$ cat config.mk
export PLATFORM = sky130hd
export DESIGN_NAME = parity_check_stage_flat
export DESIGN_NICKNAME = d
export VERILOG_FILES = /design/src/rtl/parity_check_stage_if.sv /design/src/rtl/parity_check_stage.sv /design/src/flat_wrapper.sv
export SDC_FILE = /design/constraint.sdc
export NUM_CORES = 1
export LEC_CHECK = 0
export ABC_AREA = 1
export BUFFER_PORTS_ARGS = -buffer_cell sky130_fd_sc_hd__buf_2
export CAP_MARGIN = 20
export CELL_PAD_IN_SITES_DETAIL_PLACEMENT = 1
export CELL_PAD_IN_SITES_GLOBAL_PLACEMENT = 1
export CORE_MARGIN = 2
export CORE_UTILIZATION = 39
export CTS_BUF_LIST = sky130_fd_sc_hd__clkbuf_2 sky130_fd_sc_hd__clkbuf_4 sky130_fd_sc_hd__clkbuf_8
export CTS_CLUSTER_SIZE = 14
export DETAILED_ROUTE_END_ITERATION = 10
export PLACE_DENSITY = 0.84
export RECOVER_POWER = 25
export SYNTH_ARGS = -nofsm -noshare
export SYNTH_HDL_FRONTEND = slang
export SYNTH_SLANG_ARGS = --single-unit
$ cat constraint.sdc
create_clock -name clk -period 1.8 [get_ports clk]
set_input_delay 0.18 -clock clk [delete_from_list [all_inputs] [get_ports clk]]
set_output_delay 0.18 -clock clk [all_outputs]
set_load 0.03 [all_outputs]
$ cat src/rtl/parity_check_stage_if.sv
// Stream bundle for parity_check_stage: FIFO-side input handshake plus the checked output stream.
// slave = the stage itself, master = the environment driving it.
interface parity_check_stage_if #(
    parameter int unsigned DATA_WIDTH = 17
);
    logic [DATA_WIDTH-1:0] fifo_data;
    logic                  fifo_valid;
    logic                  fifo_grant;
    logic [DATA_WIDTH-2:0] dout;
    logic                  dout_valid;
    logic                  dout_grant;
    logic                  dout_err;

    modport master (
        output fifo_data, fifo_valid, dout_grant,
        input  fifo_grant, dout, dout_valid, dout_err
    );

    modport slave (
        input  fifo_data, fifo_valid, dout_grant,
        output fifo_grant, dout, dout_valid, dout_err
    );
endinterface

$ cat src/rtl/parity_check_stage.sv
// Even-parity check stage behind a FIFO: 2-entry skid buffer, saturating error counter, sticky flag.
// Define PARITY_DROP_EN to count erroneous beats without forwarding them.
module parity_check_stage #(
    parameter int unsigned DATA_WIDTH = 17,
    parameter int unsigned CNT_WIDTH  = 8
) (
    input  logic                 clk,
    input  logic                 rst_n,
    parity_check_stage_if.slave  bus,
    input  logic                 clr_err,
    output logic [CNT_WIDTH-1:0] err_count,
    output logic                 err_sticky
);
    typedef enum logic [1:0] {EMPTY, ONE, TWO} state_t;

    localparam logic [CNT_WIDTH-1:0] CNT_MAX = '1;
    localparam logic [CNT_WIDTH-1:0] CNT_ONE = CNT_WIDTH'(1);

    state_t                state;
    logic [DATA_WIDTH-2:0] main_data;
    logic [DATA_WIDTH-2:0] skid_data;
    logic                  main_err;
    logic                  skid_err;
    logic                  beat_bad;
    logic                  beat_err;
    logic                  in_xfer;
    logic                  in_buf;
    logic                  out_xfer;
    logic                  err_acc;

    assign beat_bad = ^bus.fifo_data;
    assign in_xfer  = bus.fifo_valid & bus.fifo_grant;
    assign out_xfer = bus.dout_valid & bus.dout_grant;
    assign err_acc  = in_xfer & beat_bad;

`ifdef PARITY_DROP_EN
    // Bad beats are consumed from the FIFO but never buffered, so the stored error bit stays 0.
    assign in_buf   = in_xfer & ~beat_bad;
    assign beat_err = 1'b0;
`else
    assign in_buf   = in_xfer;
    assign beat_err = beat_bad;
`endif

    assign bus.dout     = main_data;
    assign bus.dout_err = main_err;

    always_ff @(posedge clk) begin
        if (!rst_n) begin
            state          <= EMPTY;
            main_data      <= '0;
            main_err       <= 1'b0;
            skid_data      <= '0;
            skid_err       <= 1'b0;
            bus.dout_valid <= 1'b0;
            bus.fifo_grant <= 1'b0;
        end else begin
            // Grant is registered: it mirrors "next state is not TWO".
            bus.fifo_grant <= 1'b1;
            case (state)
                EMPTY: begin
                    if (in_buf) begin
                        main_data      <= bus.fifo_data[DATA_WIDTH-2:0];
                        main_err       <= beat_err;
                        bus.dout_valid <= 1'b1;
                        state          <= ONE;
                    end
                end
                ONE: begin
                    if (in_buf && !out_xfer) begin
                        skid_data      <= bus.fifo_data[DATA_WIDTH-2:0];
                        skid_err       <= beat_err;
                        bus.fifo_grant <= 1'b0;
                        state          <= TWO;
                    end else if (in_buf && out_xfer) begin
                        main_data <= bus.fifo_data[DATA_WIDTH-2:0];
                        main_err  <= beat_err;
                    end else if (out_xfer) begin
                        bus.dout_valid <= 1'b0;
                        state          <= EMPTY;
                    end
                end
                TWO: begin
                    if (out_xfer) begin
                        main_data <= skid_data;
                        main_err  <= skid_err;
                        state     <= ONE;
                    end else begin
                        bus.fifo_grant <= 1'b0;
                    end
                end
                default: begin
                    bus.dout_valid <= 1'b0;
                    state          <= EMPTY;
                end
            endcase
        end
    end

    // A clear coinciding with an error acceptance leaves exactly that one error recorded.
    always_ff @(posedge clk) begin
        if (!rst_n) begin
            err_count  <= '0;
            err_sticky <= 1'b0;
        end else if (clr_err) begin
            err_count  <= err_acc ? CNT_ONE : '0;
            err_sticky <= err_acc;
        end else if (err_acc) begin
            if (err_count != CNT_MAX) begin
                err_count <= err_count + CNT_ONE;
            end
            err_sticky <= 1'b1;
        end
    end
endmodule

$ cat src/flat_wrapper.sv
// flat-port wrapper written by rule: the top's interface ports become plain ports
module parity_check_stage_flat 
#(
    parameter int unsigned DATA_WIDTH = 17,
    parameter int unsigned CNT_WIDTH  = 8
)
  (clk, rst_n, clr_err, err_count, err_sticky, bus_fifo_data, bus_fifo_valid, bus_dout_grant, bus_fifo_grant, bus_dout, bus_dout_valid, bus_dout_err);
  parity_check_stage_if #(.DATA_WIDTH(DATA_WIDTH)) bus_i ();
  input  logic clk;
  input  logic rst_n;
  input  logic clr_err;
  output logic [CNT_WIDTH-1:0] err_count;
  output logic err_sticky;
  input wire logic [$bits(bus_i.fifo_data)-1:0] bus_fifo_data;
  input wire logic [$bits(bus_i.fifo_valid)-1:0] bus_fifo_valid;
  input wire logic [$bits(bus_i.dout_grant)-1:0] bus_dout_grant;
  output wire logic [$bits(bus_i.fifo_grant)-1:0] bus_fifo_grant;
  output wire logic [$bits(bus_i.dout)-1:0] bus_dout;
  output wire logic [$bits(bus_i.dout_valid)-1:0] bus_dout_valid;
  output wire logic [$bits(bus_i.dout_err)-1:0] bus_dout_err;
  assign bus_i.fifo_data = bus_fifo_data;
  assign bus_i.fifo_valid = bus_fifo_valid;
  assign bus_i.dout_grant = bus_dout_grant;
  assign bus_fifo_grant = bus_i.fifo_grant;
  assign bus_dout = bus_i.dout;
  assign bus_dout_valid = bus_i.dout_valid;
  assign bus_dout_err = bus_i.dout_err;
  parity_check_stage #(.DATA_WIDTH(DATA_WIDTH), .CNT_WIDTH(CNT_WIDTH)) u_core (.clk(clk), .rst_n(rst_n), .bus(bus_i), .clr_err(clr_err), .err_count(err_count), .err_sticky(err_sticky));
endmodule
-- Yosys cells after proc, flatten, opt, wreduce, memory -nomap -nowiden
Cells that the tools add are included.
- flip-flop bits (word level): 47
- bits of input ports: 22
- output and inout bits: 28
- logic and storage cells: 68
- $add $sub $neg: 1
- equal/unequal tests: 11
- multiplexer cells: 30
- bitwise gates (word level): 4
- reduce and logical (&&, ||, !) cells: 13
- operators by type and width (operator ; count):
    $mux W16 ; 4
    $pmux W16 S3 ; 1
    $mux W8 ; 3
    $reduce_xor A17 Y1 ; 1
    $mux W1 ; 13
    $mux W2 ; 5
    $reduce_and A5 Y1 ; 2
    $add A8 B1 Y8 const B ; 1
    $ne A2 B1 Y1 const B ; 4
    $ne A8 B8 Y1 const B ; 1
    $pmux W1 S3 ; 2
    $pmux W2 S3 ; 1
    $ne A2 B2 Y1 const B ; 2
    $reduce_and A2 Y1 ; 2
    $reduce_and A4 Y1 ; 1
    $reduce_bool A2 Y1 ; 2
    $and A1 B1 Y1 ; 3
    $ne A3 B1 Y1 const B ; 1
    $ne A3 B2 Y1 const B ; 1
    $reduce_bool A3 Y1 ; 1
    $eq A2 B1 Y1 const B ; 1
    $eq A2 B2 Y1 const B ; 1
    $logic_and A1 B1 Y1 ; 2
    $logic_not A2 Y1 ; 1
    3 further kinds ; 3

-- Logic depth before layout (Yosys ltp)
Gate-level depths: netlist of the first run.
- depth after elaboration: 5
- depth in mapped cells: 15

-- Worst setup path before layout of the first run
Ideal clock, no wire load.
- path type: register -> register
- start: reg u_core.err_count[0]
- end: reg u_core.err_count[6]
- arrival time: 1.660 ns
- required time: 1.686 ns
- slack: 0.026 ns
- cell stages (with the launch flop): 9
- path through: dfxtp_1 > ha_1 > nand2_1 > nor3b_1 > nand3_1 > nand4_4 > nand2_2 > nor2_1 > nor2_1
- cells in the longest elaborated chain, start to end: 4
- elaborated cells on any way between the ends: 7
- classes of those cells: add/sub: 1; eq/ne: 1; mux: 3; reduce/logical: 2
- RTL lines (item ; line ; text):
    start: declaration ; parity_check_stage.sv:11 ; output logic [CNT_WIDTH-1:0] err_count,
    start signal: assignment ; parity_check_stage.sv:106 ; err_count <= err_acc ? CNT_ONE : '0;
    start signal: assignment ; parity_check_stage.sv:110 ; err_count <= err_count + CNT_ONE;
    $add A8 B1 Y8 ; parity_check_stage.sv:110 ;
    $mux W8 ; parity_check_stage.sv:109 ; if (err_count != CNT_MAX) begin
    $mux W8 ; parity_check_stage.sv:108 ; end else if (err_acc) begin
    $mux W8 ; parity_check_stage.sv:105 ; end else if (clr_err) begin
Several ways; a longest one is shown, not always the timed one. The select of a mux whose other input is x is not followed.
A chain may end at the register's enable or synchronous reset.

-- Worst setup path after layout of the first run
- start: reg u_core.state[0]
- end: reg u_core.main_data[12], in the netlist u_core.bus.dout[12]
- cells in the longest elaborated chain, start to end: 3
- elaborated cells on any way between the ends: 10
- classes of those cells: eq/ne: 6; mux: 1; reduce/logical: 3
- RTL lines (item ; line ; text):
    start: declaration ; parity_check_stage.sv:19 ; state_t state;
    start signal: assignment ; parity_check_stage.sv:50 ; state <= EMPTY;
    start signal: assignment ; parity_check_stage.sv:66 ; state <= ONE;
    start signal: assignment ; parity_check_stage.sv:74 ; state <= TWO;
    $eq A2 B2 Y1, or another cell as far along ; parity_check_stage.sv:60 ; case (state)
    $ne A2 B1 Y1 (no source line), or another cell as far along ; - ;
    $reduce_and A5 Y1 (no source line) ; - ;
    end signal: assignment ; parity_check_stage.sv:63 ; main_data <= bus.fifo_data[DATA_WIDTH-2:0];
    end signal: assignment ; parity_check_stage.sv:76 ; main_data <= bus.fifo_data[DATA_WIDTH-2:0];
    end signal: assignment ; parity_check_stage.sv:85 ; main_data <= skid_data;
    end: declaration ; parity_check_stage.sv:20 ; logic [DATA_WIDTH-2:0] main_data;
Several ways; a longest one is shown, not always the timed one.

==> run_summary.xml, run 1 <==
<?xml version="1.0" encoding="UTF-8"?>
<metrics>
  <group name="logic_synthesis">
    <metric name="post_synth_most_frequent_cells" unit="">sky130_fd_sc_hd__nand2_1 (85), sky130_fd_sc_hd__dfxtp_1 (47), sky130_fd_sc_hd__o21ai_0 (39)</metric>
    <metric name="synth.avg_cell_area" unit="um2">7.124</metric>
    <metric name="synth_area_leader_cell" unit="">sky130_fd_sc_hd__dfxtp_1</metric>
    <metric name="total_nets_after_synthesis" unit="">357</metric>
    <metric name="synth_top_area_share" unit="%">40.02</metric>
    <metric name="post_synth_instance_area" unit="mm2">0.002351</metric>
    <metric name="synthTopCellsByArea" unit="">sky130_fd_sc_hd__dfxtp_1 (40%), sky130_fd_sc_hd__nand2_1 (14%), sky130_fd_sc_hd__o21ai_0 (8.3%)</metric>
    <metric name="most_common_cell_in_the_netlist" unit="">sky130_fd_sc_hd__nand2_1</metric>
    <metric name="synth_seq_area_share" unit="%">40.02</metric>
    <metric name="synth_edf_count" unit="">0</metric>
    <metric name="synthCells" unit="">330</metric>
    <metric name="ys_warn_count" unit="">0</metric>
    <metric name="number_of_different_library_cells_in_the_post_synthesis_netlist" unit="">26</metric>
    <metric name="synthFlopType" unit="">sky130_fd_sc_hd__dfxtp_1</metric>
    <metric name="synth_seq_cells" unit="">47</metric>
    <metric name="fraction_of_registers_with_async_set_or_reset_after_synthesis" unit="%">0</metric>
  </group>
  <group name="final_layout">
    <metric name="layout.cells.non_filler" unit="">459</metric>
    <metric name="final_layout_size_suffix_gt1_share" unit="%">18.75</metric>
    <metric name="antenna_cells" unit="">0</metric>
    <metric name="nets" unit="">410</metric>
    <metric name="final_area" unit="mm2">0.002796</metric>
    <metric name="final_core_util" unit="%">47.51</metric>
    <metric name="areaGrowthSynthToFinish" unit="%">18.95</metric>
  </group>
  <group name="worst_setup_path">
    <metric name="cpPeakStageDelay" unit="ps">340</metric>
    <metric name="critical_path_peak_fanout" unit="">20</metric>
    <metric name="worst-endpoint-arrival" unit="ps">1870</metric>
    <metric name="critPathTopFamily" unit="">compound AO/OA/AOI/OAI gates</metric>
    <metric name="cp_slowest_cell" unit="">sky130_fd_sc_hd__dfxtp_2</metric>
    <metric name="worstSetupPathType" unit="">register to register</metric>
    <metric name="critical_path_required" unit="ps">2000</metric>
    <metric name="worst-path-buf-inv" unit="">4</metric>
    <metric name="setup.worst_path.end_class" unit="">register</metric>
    <metric name="path_cells" unit="">inv_1 &gt; ha_1 &gt; clkinv_1 &gt; o21ai_1 &gt; nor2_1 &gt; nand2_1 &gt; inv_2 &gt; buf_12 &gt; o21ai_0 &gt; a31oi_1</metric>
    <metric name="crit_path_start_kind" unit="">register</metric>
  </group>
  <group name="die">
    <metric name="row_count" unit="">28</metric>
    <metric name="floorplan.initialDensity" unit="%">39.94</metric>
    <metric name="ioPinCount" unit="">50</metric>
    <metric name="design.die.area" unit="mm2">0.006665</metric>
    <metric name="die_width" unit="um">81.64</metric>
    <metric name="core" unit="mm2">0.005886</metric>
    <metric name="dieHeight" unit="um">81.64</metric>
  </group>
  <group name="global_routing">
    <metric name="gr-max-usage-layer" unit="">met2</metric>
    <metric name="groute.layer.met3.usage" unit="%">3.956</metric>
    <metric name="grtUsageMet1" unit="%">25.81</metric>
    <metric name="wire_length_of_the_first_global_routing_pass" unit="um">10760</metric>
    <metric name="number_of_antenna_violations_at_the_first_check_in_global_routing" unit="">0</metric>
    <metric name="grt_overflow_total" unit="">0</metric>
    <metric name="gr-usage-all-layers" unit="%">20.69</metric>
    <metric name="first_global_vias" unit="">2398</metric>
    <metric name="grt_start_max_net_pins" unit="">25</metric>
    <metric name="globalRouteMet2Util" unit="%">36.48</metric>
  </group>
  <group name="power_and_ir_drop">
    <metric name="cellLeakagePower" unit="nW">1.316</metric>
    <metric name="power_switching" unit="W">0.001615</metric>
    <metric name="seq_power_share" unit="%">39.5</metric>
    <metric name="irDropWorstVdd" unit="mV">0.5565</metric>
    <metric name="cellPowerDensity" unit="mW/mm2">1303</metric>
    <metric name="clockPowerShare" unit="%">18.3</metric>
    <metric name="internal-power" unit="W">0.002030</metric>
    <metric name="switching_share" unit="%">44.30</metric>
    <metric name="power.share.combinational" unit="%">42.2</metric>
  </group>
  <group name="timing">
    <metric name="slew_headroom" unit="%">74.44</metric>
    <metric name="period_minus_slack" unit="ps">1667</metric>
    <metric name="grt_setup_unrepaired" unit="">false</metric>
    <metric name="setup-tns-final" unit="ps">0</metric>
    <metric name="max_slew.worst_pin.slew" unit="ps">385.0</metric>
    <metric name="post-route-period-util" unit="%">92.62</metric>
    <metric name="hold_violations" unit="">0</metric>
    <metric name="max_freq" unit="MHz">599.8</metric>
    <metric name="worst_setup_skew_after_layout" unit="ps">2.861</metric>
    <metric name="setup_violation_total_in_the_final_timing_report" unit="">0</metric>
    <metric name="number_of_max_slew_violations_in_the_final_report" unit="">0</metric>
  </group>
  <group name="clock_tree">
    <metric name="cts.reportedPaths.clkPinSlew" unit="ps">100</metric>
    <metric name="clock_insertion_delay_worst_skew" unit="ps">310</metric>
    <metric name="post_cts_resized" unit="">0</metric>
    <metric name="cts.root.buffer_cell" unit="">sky130_fd_sc_hd__clkbuf_8</metric>
    <metric name="tritoncts_num_sinks" unit="">47</metric>
    <metric name="cts_hold_repair_buffers" unit="">0</metric>
    <metric name="ctsLongestPathBuffers" unit="">2</metric>
    <metric name="number_of_buffers_inserted_by_post_cts_setup_repair" unit="">0</metric>
    <metric name="cts_tree" unit="">yes</metric>
    <metric name="cts_made_buffers" unit="">5</metric>
    <metric name="cts_max_level" unit="">2</metric>
  </group>
  <group name="placement">
    <metric name="dpl.cell_count" unit="">451</metric>
    <metric name="gp_congestion" unit="">0.8519</metric>
    <metric name="placed_area" unit="mm2">0.002719</metric>
    <metric name="post_detailed_placement_half_perimeter_wirelength" unit="um">4860</metric>
    <metric name="placement.io_buffers" unit="">49</metric>
  </group>
  <group name="drt">
    <metric name="drt_iter0_markers" unit="">36</metric>
    <metric name="detail_route.vias_per_cell" unit="">5.107</metric>
    <metric name="drc" unit="">0</metric>
    <metric name="detailroute.via_count" unit="">2344</metric>
    <metric name="firstDrtPassIters" unit="">4</metric>
    <metric name="drtAntennaViolNets" unit="">0</metric>
    <metric name="wl" unit="um">6519</metric>
    <metric name="detail_routed_net_length_per_standard_cell" unit="um">14.20</metric>
  </group>
  <group name="min_path">
    <metric name="worst_hold_path_type" unit="">primary input to register</metric>
  </group>
  <group name="status">
    <metric name="outcome" unit="">finished clean</metric>
  </group>
  <group name="flow_run">
    <metric name="max_cap_violations" unit="">0</metric>
  </group>
</metrics>
-- cell type report --
class / count / area, um2
fill: 789 / 3089
multi-input combinational: 243 / 1262
sequential: 47 / 943.4
timing repair buffer: 57 / 299.0
inverter: 29 / 108.9
tap: 75 / 93.84
clock buffer: 5 / 68.82
clock inverter: 3 / 20.02
-- tightest hold or removal path, cell delays in order --
cell and delay [ps]:
sky130_fd_sc_hd__buf_2 120, sky130_fd_sc_hd__inv_1 60, sky130_fd_sc_hd__a21oi_1 60
-- path summary, 6_finish.rpt --
check,start,endpoint,slack (ps),cells past startpoint
max,u_core.state[0]$_SDFFE_PN0P_,u_core.bus.dout[12]$_SDFFE_PN0P_,130,10
min,bus_fifo_data[5],u_core.skid_data[5]$_SDFFE_PN0P_,140,3
max reg2reg,u_core.state[0]$_SDFFE_PN0P_,u_core.bus.dout[12]$_SDFFE_PN0P_,130,10
min reg2reg,u_core.skid_data[15]$_SDFFE_PN0P_,u_core.bus.dout[15]$_SDFFE_PN0P_,480,2
-- through the flow --
stage                     power [W]  worst slack [ps]  hold slack (ps)
after floorplan            0.002501             26.02            314.9
after global placement     0.002947             186.2            455.1
after detailed placement   0.003023             34.88            461.9
after CTS                  0.003694             32.64            139.5
after global routing       0.003882             7.783            141.3
final                      0.003645             132.9            141.3
-- metal layers --
metal,vias to the layer above,routed length [um]
li1,1176,-
met1,1126,3011
met2,35,3212
met3,7,223
met4,0,72
met5,-,0
-- layout by cell type, fill, tap and decap left out, types with 10 or more instances in the layout --
| master | count |
|---|---|
| sky130_fd_sc_hd__dfxtp_1 | 45 |
| sky130_fd_sc_hd__xor2_1 | 10 |
| sky130_fd_sc_hd__nand2_1 | 85 |
| sky130_fd_sc_hd__nor2_1 | 36 |
| sky130_fd_sc_hd__inv_1 | 23 |
| sky130_fd_sc_hd__a21oi_1 | 20 |
| sky130_fd_sc_hd__a31oi_1 | 17 |
| sky130_fd_sc_hd__o21ai_0 | 39 |
| sky130_fd_sc_hd__buf_2 | 31 |
| sky130_fd_sc_hd__clkbuf_1 | 18 |
-- cells by family after synthesis --
logic type                 count (synthesis)  synth area share, %
and+or+nand+nor                          143                27.20
AOI/OAI and AO/OA                         80                18.04
DFF                                       47                40.02
buffers and inverters                     40                6.493
xor gates and xnor gates                  15                5.588
adders and majority gates                  5                2.661
-- state kept, by name, summed over array words and instances, names as in the netlist --
name                   flops
u_core.skid_err            1
u_core.bus.dout_valid      1
u_core.state               2
u_core.skid_data          16
u_core.bus.dout           16
u_core.err_sticky          1
u_core.bus.fifo_grant      1
u_core.err_count           8
u_core.bus.dout_err        1
-- power by group through the flow --
stage,Combinational [W],Sequential [W],Clock (W)
after floorplan,0.000676,0.00183,0
after global placement,0.00151,0.00144,0
after detailed placement,0.00157,0.00145,0
after CTS,0.00158,0.00143,0.000678
after global routing,0.00169,0.00147,0.000716
final,0.00154,0.00144,0.000668
Power figures use the tool's default switching activity.
==> run 2, diff against run 1 <==
Settings changed: REMOVE_ABC_BUFFERS set to 1.
==> run_summary.xml, run 2 (synthesis results as in run 1) <==
<?xml version="1.0" encoding="UTF-8"?>
<metrics>
  <group name="die">
    <metric name="core" unit="mm2">0.005886</metric>
    <metric name="ioPinCount" unit="">50</metric>
    <metric name="die_width" unit="um">81.64</metric>
    <metric name="dieHeight" unit="um">81.64</metric>
    <metric name="floorplan.initialDensity" unit="%">39.94</metric>
    <metric name="row_count" unit="">28</metric>
    <metric name="design.die.area" unit="mm2">0.006665</metric>
  </group>
  <group name="timing">
    <metric name="fin_worst_hold_slack" unit="ps">149.0</metric>
    <metric name="hold_violations" unit="">0</metric>
    <metric name="max_freq" unit="MHz">600.4</metric>
    <metric name="max_slew.worst_pin.slew" unit="ps">397.7</metric>
    <metric name="post-route-period-util" unit="%">92.53</metric>
    <metric name="period_minus_slack" unit="ps">1665</metric>
    <metric name="number_of_max_slew_violations_in_the_final_report" unit="">0</metric>
    <metric name="slew_headroom" unit="%">73.60</metric>
    <metric name="worst_setup_skew_after_layout" unit="ps">8.721</metric>
    <metric name="grt_setup_unrepaired" unit="">false</metric>
    <metric name="setup_violation_total_in_the_final_timing_report" unit="">0</metric>
  </group>
  <group name="placement">
    <metric name="gp_congestion" unit="">0.7979</metric>
    <metric name="placement.io_buffers" unit="">49</metric>
    <metric name="post_detailed_placement_half_perimeter_wirelength" unit="um">4452</metric>
  </group>
  <group name="clock_tree">
    <metric name="cts.root.buffer_cell" unit="">sky130_fd_sc_hd__clkbuf_8</metric>
    <metric name="cts_hold_repair_buffers" unit="">0</metric>
    <metric name="clock_insertion_delay_worst_skew" unit="ps">300</metric>
    <metric name="cts_made_buffers" unit="">5</metric>
    <metric name="tritoncts_num_sinks" unit="">47</metric>
    <metric name="cts_max_level" unit="">2</metric>
    <metric name="number_of_buffers_inserted_by_post_cts_setup_repair" unit="">0</metric>
    <metric name="ctsLongestPathBuffers" unit="">2</metric>
    <metric name="cts.reportedPaths.clkPinSlew" unit="ps">90</metric>
    <metric name="cts_tree" unit="">yes</metric>
    <metric name="post_cts_resized" unit="">0</metric>
  </group>
  <group name="worst_setup_path">
    <metric name="reg2reg_depth" unit="">10</metric>
    <metric name="critical_path_required" unit="ps">2020</metric>
    <metric name="cp_slowest_cell" unit="">sky130_fd_sc_hd__dfxtp_2</metric>
    <metric name="cpPeakStageDelay" unit="ps">360</metric>
    <metric name="timing.critical_path.to" unit="">u_core.bus.dout[13]$_SDFFE_PN0P_</metric>
    <metric name="r2r_start" unit="">u_core.state[0]$_SDFFE_PN0P_</metric>
    <metric name="crit_path_start_kind" unit="">register</metric>
    <metric name="critPathLaunch" unit="">u_core.state[0]$_SDFFE_PN0P_</metric>
    <metric name="regToRegSetupSlack" unit="ps">130</metric>
    <metric name="critical_path_peak_fanout" unit="">33</metric>
    <metric name="worst-endpoint-arrival" unit="ps">1890</metric>
    <metric name="worstSetupPathType" unit="">register to register</metric>
    <metric name="path_cells" unit="">inv_1 &gt; ha_1 &gt; nand2_1 &gt; o21ai_1 &gt; nor2_1 &gt; nand2_1 &gt; inv_1 &gt; buf_12 &gt; o21ai_0 &gt; a31oi_1</metric>
    <metric name="setup.worst_path.end_class" unit="">register</metric>
    <metric name="crit_reg_reg_endpoint" unit="">u_core.bus.dout[13]$_SDFFE_PN0P_</metric>
  </group>
  <group name="power_and_ir_drop">
    <metric name="power_switching" unit="W">0.001556</metric>
    <metric name="cellLeakagePower" unit="nW">1.313</metric>
    <metric name="power.share.combinational" unit="%">41.2</metric>
    <metric name="seq_power_share" unit="%">40.2</metric>
    <metric name="irDropWorstVdd" unit="mV">0.4912</metric>
    <metric name="switching_share" unit="%">43.35</metric>
    <metric name="clockPowerShare" unit="%">18.6</metric>
    <metric name="internal-power" unit="W">0.002033</metric>
    <metric name="cellPowerDensity" unit="mW/mm2">1295</metric>
  </group>
  <group name="drt">
    <metric name="firstDrtPassIters" unit="">4</metric>
    <metric name="wl" unit="um">6160</metric>
    <metric name="detail_route.vias_per_cell" unit="">5.022</metric>
    <metric name="drc" unit="">0</metric>
    <metric name="drt_iter0_markers" unit="">143</metric>
    <metric name="drtAntennaViolNets" unit="">0</metric>
    <metric name="detailroute.via_count" unit="">2290</metric>
    <metric name="detail_routed_net_length_per_standard_cell" unit="um">13.51</metric>
  </group>
  <group name="global_routing">
    <metric name="number_of_antenna_violations_at_the_first_check_in_global_routing" unit="">0</metric>
    <metric name="grt_overflow_total" unit="">0</metric>
    <metric name="first_global_vias" unit="">2218</metric>
    <metric name="wire_length_of_the_first_global_routing_pass" unit="um">10210</metric>
    <metric name="gr-usage-all-layers" unit="%">19.77</metric>
    <metric name="grt_start_max_net_pins" unit="">36</metric>
  </group>
  <group name="final_layout">
    <metric name="nets" unit="">407</metric>
    <metric name="filler_cell_count" unit="">803</metric>
    <metric name="most_used_cells_in_the_layout_excluding_fill_and_tap_cells" unit="">sky130_fd_sc_hd__nand2_1 (85), sky130_fd_sc_hd__dfxtp_1 (45), sky130_fd_sc_hd__o21ai_0 (39), sky130_fd_sc_hd__nor2_1 (36), sky130_fd_sc_hd__buf_2 (32)</metric>
    <metric name="antenna_cells" unit="">0</metric>
    <metric name="final_core_util" unit="%">47.09</metric>
    <metric name="areaGrowthSynthToFinish" unit="%">17.88</metric>
    <metric name="final_layout_size_suffix_gt1_share" unit="%">17.85</metric>
    <metric name="leading_cell_type_in_the_layout_fill_and_taps_excluded" unit="">sky130_fd_sc_hd__nand2_1</metric>
  </group>
  <group name="min_path">
    <metric name="worst_hold_path_type" unit="">primary input to register</metric>
  </group>
  <group name="status">
    <metric name="outcome" unit="">finished clean</metric>
  </group>
  <group name="flow_run">
    <metric name="max_cap_violations" unit="">0</metric>
  </group>
</metrics>
==> run 2: layout make-up <==
cell class	count	area, um2	share of cell area (%)
clock buffer	7	83.83	3.025
multi-input combinational	243	1262	45.55
sequential	47	943.4	34.04
inverter	29	108.9	3.928
clock inverter	1	5.005	0.1806
timing repair buffer	54	274.0	9.887
tap	75	93.84	3.386
==> run 2: power by group through the flow <==
| stage | clock, W | combinational [W] | sequential [W] |
|---|---|---|---|
| floorplan | 0 | 0.000635 | 0.00183 |
| global placement | 0 | 0.00148 | 0.00145 |
| detailed placement | 0 | 0.00153 | 0.00146 |
| CTS | 0.000689 | 0.00154 | 0.00144 |
| global route | 0.000738 | 0.00164 | 0.00147 |
| finish | 0.000668 | 0.00148 | 0.00144 |
==> run 2: per-stage QoR <==
step | worst slack (ps) | power (W) | instance area, um2 | cells | TNS (ps)
floorplan | -542.1 | 0.002461 | 2307 | 319 | -12530
global placement | 169.4 | 0.002930 | 2696 | 448 | 0
detailed placement | 71.79 | 0.002988 | 2696 | 448 | 0
CTS | 46.70 | 0.003666 | 2785 | 456 | 0
global route | 2.962 | 0.003853 | 2771 | 456 | 0
finish | 134.5 | 0.003589 | 2771 | 456 | 0
==> run 2: worst max-delay path: cells and delay by family, from the launching register on <==
| kind | cells | cell delay (ps) |
|---|---|---|
| flip-flops | 1 | 360 |
| buffers and inverters | 3 | 360 |
| AO/OA/AOI/OAI | 3 | 350 |
| AND/OR/NAND/NOR | 3 | 280 |
| adder cells (fa/ha/maj) | 1 | 220 |
==> run 2: worst min path at each step <==
stage | startpoint | endpoint | slack (ps) | depth (start not counted)
finish | bus_fifo_data[11] | u_core.skid_data[11]$_SDFFE_PN0P_ | 150 | 3
global route | bus_fifo_data[5] | u_core.skid_data[5]$_SDFFE_PN0P_ | 150 | 3
CTS | bus_fifo_data[11] | u_core.skid_data[11]$_SDFFE_PN0P_ | 140 | 3
detailed placement | u_core.err_sticky$_SDFFE_PN0P_ | u_core.err_sticky$_SDFFE_PN0P_ | 460 | 2
global placement | u_core.skid_data[10]$_SDFFE_PN0P_ | u_core.bus.dout[10]$_SDFFE_PN0P_ | 450 | 2
floorplan | bus_fifo_data[0] | u_core.skid_data[0]$_SDFFE_PN0P_ | 310 | 2
==> run 2: layer usage <==
metal	vias to the layer above	track usage, %	wire, um
met5	-	0	0
met4	0	5.500	60
met3	5	4.066	233
met2	38	34.92	3021
met1	1080	24.32	2844
li1	1167	-	-
